File: src/rtl/si_alien_march_ctrl.sv
// si_alien_march_ctrl: load/shift/clear sequencer for one alien-row shift register.
// Optional macro SI_ALIENMARCH_SPEEDUP_EN shortens the step period on every descend.
module si_alien_march_ctrl #(
  parameter int unsigned                MARCH_DATAWIDTH    = 8,
  parameter int unsigned                MARCH_STEP_DIV     = 4,
  parameter logic [MARCH_DATAWIDTH-1:0] MARCH_INIT_PATTERN = 8'b0011_1100,
  parameter int unsigned                MARCH_STEP_MIN     = 2,
  parameter int unsigned                MARCH_STEP_DEC     = 1
) (
  input  logic                       SC_AlienMARCH_CLOCK_50,
  input  logic                       SC_AlienMARCH_RESET_InLow,
  input  logic                       SC_AlienMARCH_start_InLow,
  input  logic                       SC_AlienMARCH_stop_InLow,
  input  logic                       SC_AlienMARCH_enable_In,
  input  logic [MARCH_DATAWIDTH-1:0] SC_AlienMARCH_row_InBUS,
  output logic [1:0]                 SC_AlienMARCH_shiftselection_Out,
  output logic                       SC_AlienMARCH_load_OutLow,
  output logic                       SC_AlienMARCH_clear_OutLow,
  output logic [MARCH_DATAWIDTH-1:0] SC_AlienMARCH_pattern_OutBUS,
  output logic                       SC_AlienMARCH_descend_Out,
  output logic                       SC_AlienMARCH_rowclear_Out,
  output logic                       SC_AlienMARCH_busy_Out
);

  localparam int unsigned CNT_W = $clog2(MARCH_STEP_DIV + 1);
  localparam logic [CNT_W-1:0] DIV_C = CNT_W'(MARCH_STEP_DIV);

  localparam logic [2:0] IDLE    = 3'd0;
  localparam logic [2:0] LOAD    = 3'd1;
  localparam logic [2:0] WAIT    = 3'd2;
  localparam logic [2:0] CHECK   = 3'd3;
  localparam logic [2:0] SHIFT   = 3'd4;
  localparam logic [2:0] DESCEND = 3'd5;
  localparam logic [2:0] CLEAR   = 3'd6;

  localparam logic [1:0] DIR_MSB = 2'b01;
  localparam logic [1:0] DIR_LSB = 2'b10;

  if (MARCH_STEP_DIV < 1) begin : g_bad_div
    $error("MARCH_STEP_DIV must be at least 1");
  end
  if (MARCH_STEP_MIN < 1 || MARCH_STEP_MIN > MARCH_STEP_DIV || MARCH_STEP_DEC < 1) begin : g_bad_speed
    $error("MARCH_STEP_MIN must lie in 1..MARCH_STEP_DIV and MARCH_STEP_DEC must be non-zero");
  end

  logic [2:0]       state;
  logic [2:0]       state_next;
  logic [1:0]       dir;
  logic [1:0]       dir_next;
  logic [CNT_W-1:0] cnt;
  logic [CNT_W-1:0] cnt_next;
  logic [CNT_W-1:0] period;
  logic             abort;
  logic             at_edge;

`ifdef SI_ALIENMARCH_SPEEDUP_EN
  logic [CNT_W-1:0] period_next;

  // Saturating decrement: never drop below the floor, never wrap.
  function automatic logic [CNT_W-1:0] sat_period(input logic [CNT_W-1:0] p);
    if (32'(p) <= MARCH_STEP_MIN + MARCH_STEP_DEC)
      return CNT_W'(MARCH_STEP_MIN);
    else
      return p - CNT_W'(MARCH_STEP_DEC);
  endfunction

  always_ff @(posedge SC_AlienMARCH_CLOCK_50 or negedge SC_AlienMARCH_RESET_InLow) begin
    if (!SC_AlienMARCH_RESET_InLow)
      period <= DIV_C;
    else
      period <= period_next;
  end
`else
  assign period = DIV_C;
`endif

  // Stop wins over everything once a wave is running; CLEAR itself always exits.
  assign abort = !SC_AlienMARCH_stop_InLow && (state != IDLE) && (state != CLEAR);

  assign at_edge = ((dir == DIR_LSB) && SC_AlienMARCH_row_InBUS[0]) ||
                   ((dir == DIR_MSB) && SC_AlienMARCH_row_InBUS[MARCH_DATAWIDTH-1]);

  always_comb begin
    state_next = state;
    dir_next   = dir;
    cnt_next   = cnt;
`ifdef SI_ALIENMARCH_SPEEDUP_EN
    period_next = period;
`endif
    if (abort) begin
      state_next = CLEAR;
    end else begin
      case (state)
        IDLE: begin
          if (!SC_AlienMARCH_start_InLow && SC_AlienMARCH_stop_InLow)
            state_next = LOAD;
        end
        LOAD: begin
          dir_next   = DIR_LSB;
          cnt_next   = DIV_C - 1'b1;
`ifdef SI_ALIENMARCH_SPEEDUP_EN
          period_next = DIV_C;
`endif
          state_next = WAIT;
        end
        WAIT: begin
          if (SC_AlienMARCH_enable_In) begin
            if (cnt == '0)
              state_next = CHECK;
            else
              cnt_next = cnt - 1'b1;
          end
        end
        CHECK: begin
          if (SC_AlienMARCH_row_InBUS == '0)
            state_next = CLEAR;
          else if (at_edge)
            state_next = DESCEND;
          else
            state_next = SHIFT;
        end
        SHIFT: begin
          cnt_next   = period - 1'b1;
          state_next = WAIT;
        end
        DESCEND: begin
          dir_next = {dir[0], dir[1]};
`ifdef SI_ALIENMARCH_SPEEDUP_EN
          // The shortened period already governs this reload.
          period_next = sat_period(period);
          cnt_next    = sat_period(period) - 1'b1;
`else
          cnt_next    = period - 1'b1;
`endif
          state_next = WAIT;
        end
        CLEAR: begin
          state_next = IDLE;
        end
        default: begin
          state_next = IDLE;
        end
      endcase
    end
  end

  always_ff @(posedge SC_AlienMARCH_CLOCK_50 or negedge SC_AlienMARCH_RESET_InLow) begin
    if (!SC_AlienMARCH_RESET_InLow) begin
      state <= IDLE;
      dir   <= DIR_LSB;
      cnt   <= '0;
    end else begin
      state <= state_next;
      dir   <= dir_next;
      cnt   <= cnt_next;
    end
  end

  // Moore decode: each strobe belongs to exactly one state, so they never overlap.
  assign SC_AlienMARCH_shiftselection_Out = (state == SHIFT) ? dir : 2'b00;
  assign SC_AlienMARCH_load_OutLow        = (state != LOAD);
  assign SC_AlienMARCH_clear_OutLow       = (state != CLEAR);
  assign SC_AlienMARCH_pattern_OutBUS     = MARCH_INIT_PATTERN;
  assign SC_AlienMARCH_descend_Out        = (state == DESCEND);
  assign SC_AlienMARCH_rowclear_Out       = (state == CLEAR);
  assign SC_AlienMARCH_busy_Out           = (state != IDLE);

endmodule

File: config.mk
export PLATFORM = sky130hd
export DESIGN_NAME = si_alien_march_ctrl
export DESIGN_NICKNAME = d
export VERILOG_FILES = /design/src/rtl/si_alien_march_ctrl.sv
export SDC_FILE = /design/constraint.sdc
export NUM_CORES = 1
export LEC_CHECK = 0
export BUFFER_PORTS_ARGS = -buffer_cell sky130_fd_sc_hd__buf_2
export CORE_AREA = 4 4 41 43
export DETAILED_ROUTE_END_ITERATION = 7
export DIE_AREA = 0 0 45 47
export PLACE_DENSITY_LB_ADDON = 0.05
export SKIP_LAST_GASP = 1
export SYNTH_ARGS = -nofsm -noshare
export SYNTH_HDL_FRONTEND = slang
export SYNTH_SLANG_ARGS = --single-unit
File: constraint.sdc
create_clock -name SC_AlienMARCH_CLOCK_50 -period 3.5 [get_ports SC_AlienMARCH_CLOCK_50]
set_input_delay 0.7 -clock SC_AlienMARCH_CLOCK_50 [delete_from_list [all_inputs] [get_ports SC_AlienMARCH_CLOCK_50]]
set_output_delay 0.7 -clock SC_AlienMARCH_CLOCK_50 [all_outputs]
set_load 0.02 [all_outputs]
==> results of run 1 <==
[routing by layer]
metal / track usage / wire, um
met1: 0.181 / 568
met2: 0.215 / 597
met3: 0.0498 / 111
met4: 0.0877 / 25
met5: 0 / 0
[report_power, final]
part | switching [W] | internal, W | total [W]
registers | 0.0000713 | 0.000140 | 0.000211
clock network | 0.0000339 | 0.0000437 | 0.0000776
logic | 0.000143 | 0.000108 | 0.000251
[critical path, delay by kind of cell, from the launching register on]
family,cells,cell delay [ns]
buffers and inverters,3,0.39
flip-flops,1,0.62
AND/OR/NAND/NOR,1,0.41
[synth_stat cells, drive strengths merged (2+ instances only)]
master / number / area [um2]
nor4: 2 / 12.5
inv: 6 / 22.5
conb: 2 / 7.51
nor2: 7 / 26.3
nand3b: 2 / 15.0
dfrtp: 7 / 175
buf: 9 / 65.1
a311oi: 3 / 26.3
clkbuf: 5 / 18.8
nand2: 5 / 18.8
ha: 2 / 25.0
a21oi: 3 / 15.0
and3: 3 / 18.8
nand3: 5 / 25.0
o21ai: 4 / 20.0
[how the worst max path moves through the flow]
stage	start	endpoint	slack, ns	depth (start not counted)
2_1_floorplan	state[2]$_DFFE_PN0P_	SC_AlienMARCH_rowclear_Out	1.48	4
3_3_place_gp	state[1]$_DFFE_PN0P_	SC_AlienMARCH_rowclear_Out	1.43	4
3_5_place_dp	state[1]$_DFFE_PN0P_	SC_AlienMARCH_rowclear_Out	1.41	4
4_1_cts	state[1]$_DFFE_PN0P_	SC_AlienMARCH_rowclear_Out	1.13	4
5_1_grt	state[1]$_DFFE_PN0P_	SC_AlienMARCH_rowclear_Out	1.0	4
6_report	state[1]$_DFFE_PN0P_	SC_AlienMARCH_rowclear_Out	1.13	4
[through the flow]
step,utilization,area (um2),instances
floorplan,-,643,84
global placement,0.517,673,104
detailed placement,0.517,673,104
CTS,0.538,699,108
global route,0.538,699,108
finish,0.538,699,108
[logic make-up after synthesis]
family / Yosys count
AND/OR/NAND/NOR: 31
buffers and inverters: 20
AO/OA/AOI/OAI: 14
flip-flops: 8
adder cells (fa/ha/maj): 2
other: 2
XOR/XNOR: 1
[registers in the layout, summed over array words and instances, names as in the netlist]
signal,flops
cnt,3
dir,2
state,3
[final cells by class]
type                       count  area (um2)
timing repair buffer          19        95.1
inverter                       6        22.5
sequential                     8         201
multi-input combinational     56         335
tap                           15        18.8
fill                         137         602
clock buffer                   4        26.3
==> impl_metrics.json, run 1 <==
{
  "r2r_start": "cnt[0]$_DFFE_PN0P_",
  "hold_viol": 0,
  "grt_max_degree": 17,
  "grt-ovfl-total": 0,
  "period_minus_slack_ns": 2.37,
  "fin_crit_sh": 0.678,
  "rsz0062_at_grt": "false",
  "portBuffers": 19,
  "critPathSlowestCell": "dfrtp_1",
  "cp-start-kind": "register",
  "cts_resized": 0,
  "yosysWarnings": 0,
  "drtIter0Drc": 19,
  "drc_errors": 0,
  "gp_congestion": 0.793,
  "final_common_cell": "buf_2",
  "drv_cap": 0,
  "syn_area_um2": 621,
  "cp-end-kind": "primary output",
  "cts-root-buf": "clkbuf_4",
  "fmax_mhz": 421,
  "synth_compound_area_frac": 0.155,
  "final_cell_mix": "buf_2 (19), conb_1 (8), nor2_1 (7), dfrtp_1 (7), inv_1 (6)",
  "cts.clk_slew.worst_paths_ns": 0.07,
  "slew_violations": 0,
  "yosysUniqueCellTypes": 29,
  "slowest_delay_ns": 0.62,
  "ir_worst_vdd_v": 0.000383,
  "required_ns": 2.80,
  "r2r_slack_ns": 1.68,
  "core_area_mm2": 0.00130,
  "die_height_um": 47,
  "synth.avg_cell_area_um2": 7.96,
  "dieWidth_um": 45,
  "synthArstFlopShare": 1.00,
  "post-place-ws_ns": 1.41,
  "ys_ff_latch": 8,
  "reg2regPathDepth": 5,
  "timing.rr.end": "cnt[0]$_DFFE_PN0P_",
  "h-tree-depth": 1,
  "fin_tns_setup_ns": 0,
  "dpl.hpwl_um": 980,
  "status": "completed",
  "cpMostUsedCell": "inv_1",
  "dr.pass1.iters": 4,
  "drt-total-wl_um": 1300,
  "clock_sinks": 8,
  "cts_buffers": 3,
  "vias": 555,
  "num-nets-final": 109,
  "power_density_mw_per_mm2": 772,
  "synth_mux_area_frac": 0,
  "postCtsSetupRepairBufs": 0,
  "viasPerCell": 5.14,
  "worst_hold_slack_ns": 0.265,
  "yosysSeqAreaShare": 0.325,
  "yosys_most_used_dff": "dfrtp_1",
  "min_path_type": "in -> async",
  "critPathArrivalTime_ns": 1.67,
  "pin_count": 28,
  "crit_chain": "inv_1, or3_1, inv_1, buf_2",
  "grt_pass1_vias": 479,
  "diodes": 0,
  "wl_per_cell_um": 12.1,
  "antenna_left": 0,
  "p_total_w": 0.000540,
  "postSynthCellCount": 78,
  "synth_edf_count": 0,
  "tritoncts": "done",
  "grt_usage": 0.145,
  "synthSimpleGateAreaFrac": 0.282,
  "clockBufferDepth": 2,
  "hold_buffers": 0,
  "fin_ws_ns": 1.13,
  "drive_above_1_share": 0.258,
  "grt_pass1_wl_um": 2110,
  "path_class": "reg -> out",
  "synth_top_family_by_area": "simple AND/OR/NAND/NOR gates",
  "rows": 13,
  "finalSetupViolations": 0,
  "syn_to_final_growth_pct": 12.7,
  "initial_utilization": 0.477,
  "finClkSkew_ns": 0.0183,
  "crit_path_max_fanout": 16,
  "grt_antenna_before_repair": 0,
  "synth-xor-area-share": 0.0141,
  "p_leak_nw": 0.354,
  "die_area_mm2": 0.00212,
  "synthAdderAreaFrac": 0.0403,
  "clk_latency_ns": 0.26
}
No activity file was read; power rests on OpenSTA's default activity.
==> run 2, diff against run 1 <==
--- a/config.mk
+++ b/config.mk
@@ -6,9 +6,9 @@
 export NUM_CORES = 1
 export LEC_CHECK = 0
 export BUFFER_PORTS_ARGS = -buffer_cell sky130_fd_sc_hd__buf_2
-export CORE_AREA = 4 4 41 43
+export CORE_MARGIN = 4
+export CORE_UTILIZATION = 45
 export DETAILED_ROUTE_END_ITERATION = 7
-export DIE_AREA = 0 0 45 47
 export PLACE_DENSITY_LB_ADDON = 0.05
 export SKIP_LAST_GASP = 1
 export SYNTH_ARGS = -nofsm -noshare
==> constraint.sdc (replaced) <==
create_clock -name SC_AlienMARCH_CLOCK_50 -period 2.4 [get_ports SC_AlienMARCH_CLOCK_50]
set_input_delay 0.48 -clock SC_AlienMARCH_CLOCK_50 [delete_from_list [all_inputs] [get_ports SC_AlienMARCH_CLOCK_50]]
set_output_delay 0.48 -clock SC_AlienMARCH_CLOCK_50 [all_outputs]
set_load 0.02 [all_outputs]
==> run 2 against run 1 <==
Wire length grew 3.3%. Power grew 50%. Clock power grew 51%. Sequential power grew 33%. Largest power group unchanged. Count of clock-buffer cells in the layout is the same. Combinational power grew 64%. Sequential cell count is the same. Critical path depth is the same. Sequential share of layout area shrank 0.31 points. Utilization grew 0.58 points.
==> impl_metrics.json, run 2 (synthesized netlist as in run 1, its figures left out) <==
{
  "pin_count": 28,
  "portBuffers": 19,
  "status": "completed",
  "finalSetupViolations": 0,
  "p_leak_nw": 0.359,
  "multiInputGateArea_um2": 335,
  "cp_top_family": "flip-flops",
  "dr.pass1.iters": 4,
  "diodes": 0,
  "vias": 573,
  "critPathSlowestCell": "dfrtp_1",
  "drive_above_1_share": 0.266,
  "die_area_mm2": 0.00204,
  "fmax_mhz": 505,
  "cpMostUsedCell": "inv_1",
  "initial_utilization": 0.477,
  "grt-ovfl-total": 0,
  "nFillCells": 127,
  "register_area_um2": 201,
  "clk_latency_ns": 0.26,
  "reg2regPathDepth": 6,
  "grt_antenna_before_repair": 0,
  "crit_chain": "inv_1, or3_1, inv_1, buf_2",
  "power_density_mw_per_mm2": 1140,
  "crit_path_max_fanout": 11,
  "hold_viol": 0,
  "h-tree-depth": 1,
  "drv_cap": 0,
  "dpl.hpwl_um": 1030,
  "tritoncts": "done",
  "fin_cells": 109,
  "drt-total-wl_um": 1350,
  "required_ns": 1.92,
  "dieWidth_um": 45.1,
  "final_common_cell": "buf_2",
  "cp-start-kind": "register",
  "clock_sinks": 8,
  "postCtsSetupRepairBufs": 0,
  "grt_max_degree": 16,
  "cts_buffers": 3,
  "rows": 13,
  "period_minus_slack_ns": 1.98,
  "gp_congestion": 0.724,
  "antenna_left": 0,
  "rsz0062_at_grt": "false",
  "reg_top3": "cnt x3, state x3, dir x2",
  "die_height_um": 45.1,
  "cts_resized": 0,
  "ir_worst_vdd_v": 0.000596,
  "num-nets-final": 110,
  "drtIter0Drc": 10,
  "viasPerCell": 5.26,
  "cp_num_cells": 4,
  "core_area_mm2": 0.00130,
  "min_path_type": "in -> async",
  "fin_tns_setup_ns": 0,
  "fin_ws_ns": 0.421,
  "wl_per_cell_um": 12.3,
  "grt_usage": 0.154,
  "final_cell_mix": "buf_2 (19), conb_1 (8), nor2_1 (7), dfrtp_1 (7), inv_1 (6)",
  "cts.clk_slew.worst_paths_ns": 0.06,
  "crit_start": "state[2]$_DFFE_PN0P_",
  "grt_pass1_wl_um": 2260,
  "path_class": "reg -> out",
  "slowest_delay_ns": 0.54,
  "drc_errors": 0,
  "clockBufferDepth": 2,
  "cts-root-buf": "clkbuf_4",
  "crit_buf_inv": 3,
  "fin_crit_sh": 0.825,
  "r2r_start": "cnt[0]$_DFFE_PN0P_",
  "syn_to_final_growth_pct": 13.9,
  "hold_buffers": 0,
  "post-place-ws_ns": 0.651,
  "critPathArrivalTime_ns": 1.50,
  "dp_cells": 105,
  "slew_violations": 0,
  "finClkSkew_ns": 0.00727,
  "cp-end-kind": "primary output",
  "worst_hold_slack_ns": 0.0469,
  "grt_pass1_vias": 513
}
-- run 2: worst register-to-register path, delay by kind of cell (launching register included) --
kind                       cells  cell delay, ns
AOI/OAI and AO/OA              1            0.12
adders and majority gates      2            0.38
buffers and inverters          1            0.07
DFF                            1            0.37
and+or+nand+nor                2            0.70
-- run 2: final timing paths --
| kind | slack (ns) | to |
|---|---|---|
| max | 0.42 | SC_AlienMARCH_rowclear_Out |
| min in group SC_AlienMARCH_CLOCK_50 | 0.51 | dir[1]$_DFFE_PN1P_ |
| min reg2reg | 0.51 | dir[1]$_DFFE_PN1P_ |
| max in group asynchronous | 2.11 | dir[1]$_DFFE_PN1P_ |
| max reg2reg | 0.63 | cnt[2]$_DFFE_PN0P_ |
| min | 0.05 | cnt[1]$_DFFE_PN0P_ |
-- run 2: layer usage --
layer	global-route usage	wire length (um)	up-vias
li1	-	-	292
met4	0.0702	11	0
met1	0.205	581	266
met3	0.0359	80	2
met2	0.234	671	13
met5	0	0	-
-- run 2: final cells by class --
class | count | area share
Multi-Input combinational cell | 56 | 0.474
Sequential cell | 8 | 0.285
Timing Repair Buffer | 20 | 0.145
Clock buffer | 4 | 0.0372
Inverter | 6 | 0.0319
Tap cell | 15 | 0.0265
-- run 2: metrics by stage --
| stage | utilization | power (W) | area [um2] |
|---|---|---|---|
| after CTS | 0.543 | 0.000815 | 707 |
| after floorplan | - | 0.000597 | 643 |
| final | 0.543 | 0.000809 | 707 |
| after detailed placement | 0.523 | 0.000693 | 681 |
| after global routing | 0.543 | 0.000890 | 707 |
| after global placement | 0.523 | 0.000696 | 681 |
-- run 2: power by group --
group | total [W] | internal, W | switching, W
logic | 0.000411 | 0.000168 | 0.000243
clock network | 0.000117 | 0.0000640 | 0.0000529
registers | 0.000280 | 0.000204 | 0.0000762
